File: config.mk
export PLATFORM = sky130hd
export DESIGN_NAME = mem_port_arbiter_flat
export DESIGN_NICKNAME = d
export VERILOG_FILES = /design/src/rtl/mem_port_arbiter_if.sv /design/src/rtl/mem_port_arbiter.sv /design/src/flat_wrapper.sv
export SDC_FILE = /design/constraint.sdc
export NUM_CORES = 1
export LEC_CHECK = 0
export CORE_MARGIN = 1.5
export CORE_UTILIZATION = 41
export CTS_CLUSTER_SIZE = 30
export DETAILED_ROUTE_END_ITERATION = 10
export HOLD_SLACK_MARGIN = 0.03
export PLACE_DENSITY = 0.81
export SLEW_MARGIN = 0
export SYNTH_ARGS = -nofsm -noshare
export SYNTH_HDL_FRONTEND = slang
export SYNTH_SLANG_ARGS = --single-unit
File: constraint.sdc
create_clock -name PLClock -period 1.96 [get_ports PLClock]
set_input_delay 0.294 -clock PLClock [delete_from_list [all_inputs] [get_ports PLClock]]
set_output_delay 0.294 -clock PLClock [all_outputs]
set_load 0.01 [all_outputs]
File: src/rtl/mem_port_arbiter_if.sv
// Bundle of the two requester ports and the MemoryUnit port shared by the arbiter.
// slave = arbiter side, master = requesters plus memory model side.
interface mem_port_arbiter_if #(
    parameter int ADDR_W = 16,
    parameter int DATA_W = 16
);
    logic              eu_req;
    logic              eu_we;
    logic [ADDR_W-1:0] eu_addr;
    logic [DATA_W-1:0] eu_wdata;
    logic              eu_ack;
    logic [DATA_W-1:0] eu_rdata;
    logic              eu_hold;

    logic              ld_req;
    logic              ld_we;
    logic [ADDR_W-1:0] ld_addr;
    logic [DATA_W-1:0] ld_wdata;
    logic              ld_ack;
    logic [DATA_W-1:0] ld_rdata;
    logic              ld_lock;

    logic [ADDR_W-1:0] mem_addr;
    logic [DATA_W-1:0] mem_wdata;
    logic              mem_we;
    logic [DATA_W-1:0] mem_rdata;

    logic [1:0]        owner;

    modport slave (
        input  eu_req, eu_we, eu_addr, eu_wdata,
        input  ld_req, ld_we, ld_addr, ld_wdata, ld_lock,
        input  mem_rdata,
        output eu_ack, eu_rdata, eu_hold,
        output ld_ack, ld_rdata,
        output mem_addr, mem_wdata, mem_we,
        output owner
    );

    modport master (
        output eu_req, eu_we, eu_addr, eu_wdata,
        output ld_req, ld_we, ld_addr, ld_wdata, ld_lock,
        output mem_rdata,
        input  eu_ack, eu_rdata, eu_hold,
        input  ld_ack, ld_rdata,
        input  mem_addr, mem_wdata, mem_we,
        input  owner
    );
endinterface

File: src/rtl/mem_port_arbiter.sv
// Shares the single MemoryUnit port between the ExecutionUnit and the loader/debug port:
// EU has fixed priority, the loader has a starvation guard and an exclusive lock mode.
//
// state | meaning
// IDLE  | arbitrate; latch winner's command into mem_* registers and set owner
// ISSUE | mem_we pulses for this cycle; mem_rdata captured into owner's rdata on exit
// RESP  | owner's ack pulses; mem_addr held; owner cleared on exit
module mem_port_arbiter #(
    parameter int ADDR_W        = 16,
    parameter int DATA_W        = 16,
    parameter int LD_STARVE_MAX = 4
) (
    input  logic              PLClock,
    input  logic              PLResetN,
    mem_port_arbiter_if.slave bus
);

    localparam int CNT_W = ($clog2(LD_STARVE_MAX + 1) > 0) ? $clog2(LD_STARVE_MAX + 1) : 1;
    localparam logic [CNT_W-1:0] STARVE_MAX = CNT_W'(LD_STARVE_MAX);

    typedef enum logic [1:0] {
        IDLE  = 2'd0,
        ISSUE = 2'd1,
        RESP  = 2'd2
    } state_t;

    state_t           state;
    logic [CNT_W-1:0] starveCnt;
    logic             euEligible;
    logic             ldWins;

    // Under lock the EU is simply not a candidate; otherwise the loader only
    // beats a pending EU request once it has been starved long enough.
    always_comb begin
        euEligible = bus.eu_req && !bus.ld_lock;
        ldWins     = bus.ld_req && (bus.ld_lock || !bus.eu_req || (starveCnt == STARVE_MAX));
    end

    always_ff @(posedge PLClock or negedge PLResetN) begin
        if (!PLResetN) begin
            state         <= IDLE;
            starveCnt     <= '0;
            bus.eu_ack    <= 1'b0;
            bus.ld_ack    <= 1'b0;
            bus.eu_hold   <= 1'b0;
            bus.mem_we    <= 1'b0;
            bus.mem_addr  <= {ADDR_W{1'b0}};
            bus.mem_wdata <= {DATA_W{1'b0}};
            bus.eu_rdata  <= {DATA_W{1'b0}};
            bus.ld_rdata  <= {DATA_W{1'b0}};
            bus.owner     <= 2'b00;
        end else begin
            bus.eu_hold <= bus.ld_lock;
            bus.eu_ack  <= 1'b0;
            bus.ld_ack  <= 1'b0;
            case (state)
                IDLE: begin
                    bus.owner <= 2'b00;
                    if (ldWins) begin
                        state         <= ISSUE;
                        bus.owner     <= 2'b10;
                        bus.mem_we    <= bus.ld_we;
                        bus.mem_addr  <= bus.ld_addr;
                        bus.mem_wdata <= bus.ld_wdata;
                        starveCnt     <= '0;
                    end else if (euEligible) begin
                        state         <= ISSUE;
                        bus.owner     <= 2'b01;
                        bus.mem_we    <= bus.eu_we;
                        bus.mem_addr  <= bus.eu_addr;
                        bus.mem_wdata <= bus.eu_wdata;
                        if (bus.ld_req && (starveCnt != STARVE_MAX)) begin
                            starveCnt <= starveCnt + CNT_W'(1);
                        end
                    end
                end
                ISSUE: begin
                    state      <= RESP;
                    bus.mem_we <= 1'b0;
                    if (bus.owner == 2'b10) begin
                        bus.ld_rdata <= bus.mem_rdata;
                        bus.ld_ack   <= 1'b1;
                    end else begin
                        bus.eu_rdata <= bus.mem_rdata;
                        bus.eu_ack   <= 1'b1;
                    end
                end
                RESP: begin
                    state     <= IDLE;
                    bus.owner <= 2'b00;
                end
                default: begin
                    state      <= IDLE;
                    bus.owner  <= 2'b00;
                    bus.mem_we <= 1'b0;
                end
            endcase
        end
    end

endmodule
File: src/flat_wrapper.sv
// flat-port wrapper written by rule: the top's interface ports become plain ports
module mem_port_arbiter_flat 
#(
    parameter int ADDR_W        = 16,
    parameter int DATA_W        = 16,
    parameter int LD_STARVE_MAX = 4
)
  (PLClock, PLResetN, bus_eu_req, bus_eu_we, bus_eu_addr, bus_eu_wdata, bus_ld_req, bus_ld_we, bus_ld_addr, bus_ld_wdata, bus_ld_lock, bus_mem_rdata, bus_eu_ack, bus_eu_rdata, bus_eu_hold, bus_ld_ack, bus_ld_rdata, bus_mem_addr, bus_mem_wdata, bus_mem_we, bus_owner);
  mem_port_arbiter_if #(.ADDR_W(ADDR_W), .DATA_W(DATA_W)) bus_i ();
  input  logic PLClock;
  input  logic PLResetN;
  input wire logic [$bits(bus_i.eu_req)-1:0] bus_eu_req;
  input wire logic [$bits(bus_i.eu_we)-1:0] bus_eu_we;
  input wire logic [$bits(bus_i.eu_addr)-1:0] bus_eu_addr;
  input wire logic [$bits(bus_i.eu_wdata)-1:0] bus_eu_wdata;
  input wire logic [$bits(bus_i.ld_req)-1:0] bus_ld_req;
  input wire logic [$bits(bus_i.ld_we)-1:0] bus_ld_we;
  input wire logic [$bits(bus_i.ld_addr)-1:0] bus_ld_addr;
  input wire logic [$bits(bus_i.ld_wdata)-1:0] bus_ld_wdata;
  input wire logic [$bits(bus_i.ld_lock)-1:0] bus_ld_lock;
  input wire logic [$bits(bus_i.mem_rdata)-1:0] bus_mem_rdata;
  output wire logic [$bits(bus_i.eu_ack)-1:0] bus_eu_ack;
  output wire logic [$bits(bus_i.eu_rdata)-1:0] bus_eu_rdata;
  output wire logic [$bits(bus_i.eu_hold)-1:0] bus_eu_hold;
  output wire logic [$bits(bus_i.ld_ack)-1:0] bus_ld_ack;
  output wire logic [$bits(bus_i.ld_rdata)-1:0] bus_ld_rdata;
  output wire logic [$bits(bus_i.mem_addr)-1:0] bus_mem_addr;
  output wire logic [$bits(bus_i.mem_wdata)-1:0] bus_mem_wdata;
  output wire logic [$bits(bus_i.mem_we)-1:0] bus_mem_we;
  output wire logic [$bits(bus_i.owner)-1:0] bus_owner;
  assign bus_i.eu_req = bus_eu_req;
  assign bus_i.eu_we = bus_eu_we;
  assign bus_i.eu_addr = bus_eu_addr;
  assign bus_i.eu_wdata = bus_eu_wdata;
  assign bus_i.ld_req = bus_ld_req;
  assign bus_i.ld_we = bus_ld_we;
  assign bus_i.ld_addr = bus_ld_addr;
  assign bus_i.ld_wdata = bus_ld_wdata;
  assign bus_i.ld_lock = bus_ld_lock;
  assign bus_i.mem_rdata = bus_mem_rdata;
  assign bus_eu_ack = bus_i.eu_ack;
  assign bus_eu_rdata = bus_i.eu_rdata;
  assign bus_eu_hold = bus_i.eu_hold;
  assign bus_ld_ack = bus_i.ld_ack;
  assign bus_ld_rdata = bus_i.ld_rdata;
  assign bus_mem_addr = bus_i.mem_addr;
  assign bus_mem_wdata = bus_i.mem_wdata;
  assign bus_mem_we = bus_i.mem_we;
  assign bus_owner = bus_i.owner;
  mem_port_arbiter #(.ADDR_W(ADDR_W), .DATA_W(DATA_W), .LD_STARVE_MAX(LD_STARVE_MAX)) u_core (.PLClock(PLClock), .PLResetN(PLResetN), .bus(bus_i));
endmodule
==> flow_summary.ini <==
[status]
status = finished clean

[worst_setup_path]
worst_r2r_endpoint = u_core.bus.mem_wdata[14]
cp_slowest_cell = clkdlybuf4s50_1
max_stage_delay_ps = 580
path_depth = 1
r2r_slack_ps = 330
cp_max_fo = 3
cp.required_ps = 1670
setup.worst_path.end_class = primary output
crit_path_cell_trace = clkdlybuf4s50_1
start_kind = register
critPathTopFamily = buffers and inverters
path_buf_inv = 1
reg2reg_from = u_core.starveCnt[0]
reg2reg_depth = 7
worstSetupPathType = reg -> out
crit_arrival_ps = 1350

[power_and_ir_drop]
power_density_nw_per_um2 = 1450
power.leakage_uw = 0.00223
total_power_uw = 7370
pwr-share-seq_pct = 37.0
sw_frac_of_total_pct = 32.6
p_int_uw = 4960
ir_worst_vdd_mv = 0.756
combPwrFrac_pct = 47.1
p_switching_uw = 2410
clkPwrFrac_pct = 15.9

[synthesis]
yosys.area.top_type_share_pct = 58.3
synth_edf_count = 0
synth.avg_cell_area_um2 = 12.9
ys_types = 27
synth_area_um2 = 3220
ys_seq_area_share_pct = 58.3
synth_flop_cell = dfrtp_1
yosysTopAreaCell = dfrtp_1
yosysMostFrequentCell = dfrtp_1
ys_warn_count = 0
synth-seq-cells = 75
syn_nets = 339
async_flop_share_pct = 100
synthTopCellsByArea = dfrtp_1 58%, mux2i_1 10%, mux2_2 8.4%
netlist_instances = 250
synth_common_cells = 75 x dfrtp_1, 38 x nor2_1, 33 x a21oi_1, 33 x mux2i_1, 24 x mux2_2

[routing]
antenna_left = 0
drt_iter0_drc = 55
drt-pass1-iter-count = 4
num_vias = 2478
drt_wl_total_mm = 7.95
viasPerCell = 4.78
avgRoutedWirePerCell_um = 15.4
drc = 0

[final_layout]
syn_to_final_growth_pct = 58.2
fillers = 601
diodes = 0
seqCellArea_um2 = 1880
drive_gt1_share_pct = 14.7
nets = 500
multi_input_area_um2 = 1230

[cts]
tritoncts = done
htree_levels = 3
clk_pin_slew_ps = 90
clk_path_buf_depth = 2
cts_made_buffers = 9
insertion_delay_ps = 340
root_buffer = clkbuf_8
clock_sinks = 75

[grt]
grt_pass1_wl_mm = 12.9
grt_max_degree = 45
antenna_found_initial = 0
groute.usage.overall_pct = 19.8
first_global_vias = 2628
grt-ovfl-total = 0

[timing]
post-route-period-util_pct = 83.9
hold_viol = 0
drv_slew = 0
maxSlewHeadroom_pct = 70.9
tightestPinTransition_ps = 436
finalSetupViolations = 0
setup_slack_ps = 316
tns_ps = 0
finalCriticalPeriod_ps = 1640
fmax_mhz = 608
skew_ps = 11.8
grt_setup_unrepaired = false

[die]
die_h_um = 91.6
core-area_um2 = 7650
num_io_pins = 157
die_w_um = 91.6
dieArea_um2 = 8400
core.rowCount = 32
initial_core_util_pct = 42.1

[hold_path]
min_path_type = in -> async

[place]
dp_hpwl_mm = 5.85
pre_cts_slack_ps = 87.2
routabilityCongestion = 0.708
io_buffer_count = 156

[job]
drv_cap = 0
==> worst max-delay path by stage <==
stage	endpoint	start
2_1_floorplan	u_core.bus.ld_rdata[0]	u_core.bus.owner[0]
3_3_place_gp	u_core.bus.mem_wdata[6]	bus_eu_req
3_5_place_dp	u_core.bus.mem_wdata[13]	bus_eu_req
4_1_cts	bus_owner[1]	u_core.bus.owner[1]
5_1_grt	u_core.bus.mem_wdata[14]	u_core.starveCnt[0]
6_report	bus_owner[1]	u_core.bus.owner[1]
==> state kept, by name (all words and copies together) (netlist names) <==
signal                flops
u_core.bus.eu_rdata      16
u_core.bus.mem_wdata     16
u_core.bus.owner          2
u_core.bus.ld_ack         1
u_core.starveCnt          3
u_core.bus.mem_addr      16
u_core.bus.eu_hold        1
u_core.bus.ld_rdata      16
u_core.state              2
u_core.bus.eu_ack         1
u_core.bus.mem_we         1
==> cell families after synthesis <==
| logic type | after synthesis | synth area share, % |
|---|---|---|
| flops | 75 | 58.3 |
| fa+ha+maj | 2 | 0.777 |
| buf+inv | 17 | 3.81 |
| simple gates | 49 | 7.11 |
| mux | 66 | 22.8 |
| compound gates | 41 | 7.19 |
==> metrics by stage <==
| step | utilization [%] | instances | hold slack [ps] | instance area, um2 |
|---|---|---|---|---|
| after floorplan | - | 250 | -1.59 | 3220 |
| after global placement | 64.0 | 501 | 264 | 4890 |
| after detailed placement | 64.0 | 501 | 267 | 4890 |
| after CTS | 66.6 | 518 | 434 | 5090 |
| after global routing | 66.6 | 518 | 448 | 5090 |
| final | 66.6 | 518 | 444 | 5090 |
==> power groups by stage <==
stage          logic, uW  registers, uW  clock network [uW]
2_1_floorplan       1290           3030                   0
3_3_place_gp        3410           2700                   0
3_5_place_dp        3500           2740                   0
4_1_cts             3520           2730                1210
5_1_grt             3710           2830                1280
6_report            3470           2730                1170
==> placed cells by master (no fill, tap or decap) <==
cell type	synthesis	layout
mux2_4	9	9
nor2_1	38	38
a21boi_4	0	1
mux2_2	24	24
buf_12	1	3
clkinv_4	0	1
clkinv_2	0	2
nor3b_4	1	1
nand2_1	4	4
clkinvlp_4	0	1
a211oi_1	1	1
nor2b_4	1	1
a22oi_1	1	1
ha_1	2	2
clkdlybuf4s50_1	0	155
o21a_1	1	1
nand2_2	1	1
clkbuf_1	1	1
nor2b_1	2	2
clkbuf_8	0	9
a21o_2	0	1
bufinv_16	0	1
mux2i_1	33	33
a21oi_1	33	33
inv_1	4	4
dlygate4sd3_1	0	1
buf_4	4	4
nand2b_4	1	1
nand2b_1	1	1
a22o_1	2	2
dfrtp_1	75	75
inv_6	0	1
o21bai_1	1	1
==> layout make-up <==
| class | count | area share, % |
|---|---|---|
| flip-flops and latches | 75 | 36.8 |
| repair buffers | 163 | 32.4 |
| multi-input cells | 158 | 24.1 |
| clock buffers | 10 | 2.51 |
| well taps | 102 | 2.51 |
| clock inverters | 6 | 1.28 |
| inverters | 4 | 0.295 |
==> metal layers <==
| metal | GRT usage (%) | wire length, um | vias to the layer above |
|---|---|---|---|
| li1 | - | - | 1177 |
| met2 | 34.8 | 4190 | 79 |
| met4 | 7.16 | 134 | 0 |
| met3 | 4.31 | 377 | 11 |
| met5 | 0 | 0 | - |
| met1 | 23.8 | 3250 | 1211 |
==> timing repair <==
| action | in CTS | in global routing |
|---|---|---|
| resized for setup | 0 | 0 |
| hold endpoints to repair | 31 | 0 |
| buffers inserted | 0 | 0 |
| hold buffers | 1 | 0 |
Power figures use the tool's default switching activity.
